### config.mk
export PLATFORM = sky130hd
export DESIGN_NAME = control_sequencer
export DESIGN_NICKNAME = d
export VERILOG_FILES = /design/src/rtl/control_sequencer.sv
export SDC_FILE = /design/constraint.sdc
export NUM_CORES = 1
export LEC_CHECK = 0
export ABC_CLOCK_PERIOD_IN_PS = 2000
export BUFFER_PORTS_ARGS = -buffer_cell sky130_fd_sc_hd__buf_2
export CORE_ASPECT_RATIO = 1.25
export CORE_UTILIZATION = 34
export CTS_CLUSTER_DIAMETER = 80
export CTS_CLUSTER_SIZE = 14
export DETAILED_ROUTE_END_ITERATION = 10
export PLACE_DENSITY_LB_ADDON = 0.15
export SYNTH_ARGS = -nofsm -noshare
export SYNTH_HDL_FRONTEND = slang
export SYNTH_SLANG_ARGS = --single-unit
### constraint.sdc
create_clock -name clk -period 2 [get_ports clk]
set_input_delay 0.2 -clock clk [delete_from_list [all_inputs] [get_ports clk]]
set_output_delay 0.2 -clock clk [all_outputs]
set_load 0.03 [all_outputs]
### src/rtl/control_sequencer.sv
// Microcoded control sequencer for a bus-based 8-bit CPU.
// Five-step instruction cycle (T0..T4) with fetch, decode and halt handling.
module control_sequencer (
  input  logic       clk,
  input  logic       reset,
  input  logic       start,
  input  logic [3:0] opcode,
  input  logic       carry_flag,
  input  logic       zero_flag,
  output logic       program_counter_bus_enable_n,
  output logic       program_counter_enable,
  output logic       jump_n,
  output logic       ram_load_mar_reg_n,
  output logic       ram_bus_enable_n,
  output logic       ram_write_enable_n,
  output logic       ir_load_n,
  output logic       ir_bus_enable_n,
  output logic       reg_a_load_n,
  output logic       reg_a_bus_enable_n,
  output logic       reg_b_load_n,
  output logic       alu_enable_n,
  output logic       alu_subtract,
  output logic       flags_load_n,
  output logic       out_load_n,
  output logic       halt,
  output logic [2:0] step
);

  localparam logic [1:0] S_IDLE = 2'd0;
  localparam logic [1:0] S_RUN  = 2'd1;
  localparam logic [1:0] S_HALT = 2'd2;

  localparam logic [3:0] OP_LDA = 4'b0001;
  localparam logic [3:0] OP_ADD = 4'b0010;
  localparam logic [3:0] OP_SUB = 4'b0011;
  localparam logic [3:0] OP_STA = 4'b0100;
  localparam logic [3:0] OP_LDI = 4'b0101;
  localparam logic [3:0] OP_JMP = 4'b0110;
  localparam logic [3:0] OP_JC  = 4'b0111;
  localparam logic [3:0] OP_JZ  = 4'b1000;
  localparam logic [3:0] OP_OUT = 4'b1110;
  localparam logic [3:0] OP_HLT = 4'b1111;

  logic [1:0] state_q, state_d;
  logic [2:0] step_q, step_d;
  logic [2:0] last_step;

  always_comb begin
    case (opcode)
      OP_LDA, OP_STA: last_step = 3'd3;
      OP_ADD, OP_SUB: last_step = 3'd4;
      default:        last_step = 3'd2;
    endcase
  end

  always_comb begin
    state_d = state_q;
    step_d  = step_q;
    case (state_q)
      S_IDLE: begin
        step_d = 3'd0;
        if (start) state_d = S_RUN;
      end
      S_RUN: begin
        // Steps 0/1 are below every last_step, so the decode only matters from T2.
        if (step_q >= last_step) begin
          step_d = 3'd0;
          if (opcode == OP_HLT) state_d = S_HALT;
        end else begin
          step_d = step_q + 3'd1;
        end
      end
      S_HALT: step_d = 3'd0;
      default: begin
        state_d = S_IDLE;
        step_d  = 3'd0;
      end
    endcase
  end

  always_ff @(posedge clk or posedge reset) begin
    if (reset) begin
      state_q <= S_IDLE;
      step_q  <= 3'd0;
    end else begin
      state_q <= state_d;
      step_q  <= step_d;
    end
  end

  always_comb begin
    program_counter_bus_enable_n = 1'b1;
    program_counter_enable       = 1'b0;
    jump_n                       = 1'b1;
    ram_load_mar_reg_n           = 1'b1;
    ram_bus_enable_n             = 1'b1;
    ram_write_enable_n           = 1'b1;
    ir_load_n                    = 1'b1;
    ir_bus_enable_n              = 1'b1;
    reg_a_load_n                 = 1'b1;
    reg_a_bus_enable_n           = 1'b1;
    reg_b_load_n                 = 1'b1;
    alu_enable_n                 = 1'b1;
    alu_subtract                 = 1'b0;
    flags_load_n                 = 1'b1;
    out_load_n                   = 1'b1;
    if (state_q == S_RUN) begin
      case (step_q)
        3'd0: begin
          program_counter_bus_enable_n = 1'b0;
          ram_load_mar_reg_n           = 1'b0;
        end
        3'd1: begin
          ram_bus_enable_n       = 1'b0;
          ir_load_n              = 1'b0;
          program_counter_enable = 1'b1;
        end
        3'd2: begin
          case (opcode)
            OP_LDA, OP_ADD, OP_SUB, OP_STA: begin
              ir_bus_enable_n    = 1'b0;
              ram_load_mar_reg_n = 1'b0;
            end
            OP_LDI: begin
              ir_bus_enable_n = 1'b0;
              reg_a_load_n    = 1'b0;
            end
            OP_JMP: begin
              ir_bus_enable_n = 1'b0;
              jump_n          = 1'b0;
            end
            OP_JC: begin
              ir_bus_enable_n = 1'b0;
              jump_n          = ~carry_flag;
            end
            OP_JZ: begin
              ir_bus_enable_n = 1'b0;
              jump_n          = ~zero_flag;
            end
            OP_OUT: begin
              reg_a_bus_enable_n = 1'b0;
              out_load_n         = 1'b0;
            end
            default: ;
          endcase
        end
        3'd3: begin
          case (opcode)
            OP_LDA: begin
              ram_bus_enable_n = 1'b0;
              reg_a_load_n     = 1'b0;
            end
            OP_ADD, OP_SUB: begin
              ram_bus_enable_n = 1'b0;
              reg_b_load_n     = 1'b0;
              alu_subtract     = (opcode == OP_SUB);
            end
            OP_STA: begin
              reg_a_bus_enable_n = 1'b0;
              ram_write_enable_n = 1'b0;
            end
            default: ;
          endcase
        end
        3'd4: begin
          if (opcode == OP_ADD || opcode == OP_SUB) begin
            alu_enable_n = 1'b0;
            reg_a_load_n = 1'b0;
            flags_load_n = 1'b0;
            alu_subtract = (opcode == OP_SUB);
          end
        end
        default: ;
      endcase
    end
  end

  assign halt = (state_q == S_HALT);
  assign step = step_q;

endmodule

==> impl_metrics.tcl <==
set metrics [dict create \
    status "complete, no violations" \
    max_freq_ghz 0.529 \
    drv_slew 0 \
    layout-drive-gt1-share_pct 42.3 \
    vias_per_cell 5.30 \
    hold_depth 3 \
    floorplan.die_area_sq_mm 0.00210 \
    r2r_cells 5 \
    wl_per_cell_microns 12.0 \
    dp_hpwl_microns 1220 \
    post-place-ws_ns 0.105 \
    die_x_microns 41.2 \
    cap_viol_max_count 0 \
    final_antenna_net_count 0 \
    ys.flop_type "dfrtp_1" \
    synth_top_area_cell "dfrtp_1" \
    synth_top_family_by_area "simple AND/OR/NAND/NOR gates" \
    ys_top_cells_by_area "dfrtp_1 19%, ha_1 15%, buf_6 5.2%, nor2b_1 4.8%, inv_1 4.6%" \
    syn_inst 79 \
    synth_xor_xnor_area_share_pct 2.69 \
    area_growth_pct 32.4 \
    final_util_pct 48.3 \
    skew_ns 0.00458 \
    arrival_ns 1.69 \
    port_buffers 27 \
    r2r_slack_ns 0.40 \
    tightestPinTransition_ns 0.492 \
    coreArea_sq_mm 0.00179 \
    antenna_found_initial 0 \
    setup_violations 0 \
    leakage_nw 0.419 \
    cts_tree "built" \
    irDropWorstVdd_uv 612 \
    synth_compound_area_share_pct 17.3 \
    setup_slack_ns 0.111 \
    slew-limit-headroom_pct 66.9 \
    io_pins 28 \
    drc 0 \
    routed-wl-met3_microns 74 \
    seq_area_frac_synth_pct 19.2 \
    end_kind "output port" \
    synth_area_sq_um 652 \
    met1_length_microns 665 \
    htree_levels 1 \
    floorplan.initialDensity_pct 36.5 \
    synthMuxAreaShare_pct 0 \
    synth_edf_count 0 \
    hold_viol_final 0 \
    path_clk_slew_ns 0.04 \
    timing.rr.end "state_q[0]" \
    cts_sinks 5 \
    root_buffer "clkbuf_4" \
    design_area_sq_um 863 \
    hp-class "primary input to flop" \
    ys_seq_elements 5 \
    fin_crit_ns 1.89 \
    wl_met2_microns 820 \
    die_y_microns 51.0 \
    dpl_cell_area_sq_um 801 \
    worstHoldStart "start" \
    synth_common_cells "8 x ha_1, 8 x inv_1" \
    grt_pass1_wl_microns 2470 \
    cp.required_ns 1.80 \
    synth-simple-area-share_pct 32.6 \
    ys_warn_count 0 \
    grt_pass1_vias 594 \
    crit_path_start_kind "flop" \
    syn_nets 96 \
    dr.pass1.iters 4 \
    dr_total_vias 689 \
    track_usage_pct 16.9 \
    ys_types 31 \
    synthAdderAreaFrac_pct 15.4 \
    grt_max_degree 11 \
    cts_buffer_depth 2 \
    criticalPathCategory "flop to output port" \
    powerDensity_mw_per_mm2 1240 \
    grt_overflow 0 \
    final_nets 129 \
    worstSetupStartpoint "step[0]" \
    worst-path-max-fanout 6 \
    period_share_pct 94.4 \
    wirelength_microns 1560 \
    syn_area_per_cell_sq_um 8.25 \
    cts_made_buffers 3 \
    initialDrtViolationCount 7 \
    synth_top_area_share_pct 19.2 \
    rows 17 \
    worstReg2RegStart "step[2]" \
    min_to "state_q[0]" \
    async_flop_share_pct 100 \
    diodes 0 \
    place_congestion 0.759 \
    clk_latency_ns 0.24 \
    top_layer "met3" \
]
## cell usage in the layout (no fill, tap or decap), types with 2 or more instances in the layout
cell type and n:
buf_2 25, inv_1 8, buf_4 8, ha_1 7
nor2b_1 5, nor3_1 5, nand2_1 4, o21ai_0 4
nor2_1 4, nand3_1 4, dfrtp_1 4, clkbuf_4 3
nand2b_1 2, a21oi_1 2, xnor2_1 2, and3_2 2
nand4_1 2
## through the flow
step,hold WS (ns),instances,power [W],TNS [ns]
4_1_cts,0.245,129,0.00105,0
6_report,0.247,130,0.00107,0
2_1_floorplan,-0.0215,79,0.000704,0
5_1_grt,0.288,130,0.00117,-0.00437
3_3_place_gp,0.0997,124,0.000920,0
3_5_place_dp,0.0966,124,0.000917,0
## critical path, cell delays in order, from the launching register on
cell and delay (ns):
dfrtp_1 0.40, ha_1 0.17, ha_2 0.24, o41ai_1 0.10
buf_4 0.15, o221ai_1 0.16, buf_2 0.22
## area by class of cell
cell class / instances / area [sq um]
multi-input cells: 60 / 462
flip-flops and latches: 5 / 126
well taps: 19 / 23.8
inverters: 8 / 30.0
clock buffers: 4 / 26.3
fillers: 195 / 923
repair buffers: 34 / 195
## power by group
part	total, W	internal [W]	switching [W]
clock	0.000115	0.0000753	0.0000397
sequential	0.000167	0.000133	0.0000346
combinational	0.000788	0.000283	0.000505
## state kept, by name, indices dropped and copies added, names as in the netlist
name	flops
step	3
state_q	2
## repair_timing
item                                    CTS  global route
buffers inserted                          0             1
hold endpoints to repair                  5             0
endpoints found under the setup margin    2             3
gates resized for setup                   2             5
hold buffers                              1             0
## routing by layer
layer	up-vias	global-route usage, %
li1	342	-
met3	0	0.435
met2	19	27.3
met5	-	0
met4	0	6.45
met1	328	22.8
## how the worst max path moves through the flow
| stage | endpoint | slack, ns | cells after the start |
|---|---|---|---|
| 3_5_place_dp | state_q[0] | 0.11 | 6 |
| 6_report | ram_bus_enable_n | 0.11 | 6 |
| 2_1_floorplan | reg_a_load_n | 0.09 | 5 |
| 3_3_place_gp | state_q[0] | 0.15 | 6 |
| 4_1_cts | reg_a_load_n | 0.02 | 6 |
| 5_1_grt | reg_a_load_n | -0.004 | 6 |
## logic make-up after synthesis
logic type | Yosys count
and+or+nand+nor | 34
AOI/OAI and AO/OA | 16
buffers and inverters | 14
adders and majority gates | 8
DFF | 5
xor gates and xnor gates | 2
No activity file was read; power rests on OpenSTA's default activity.
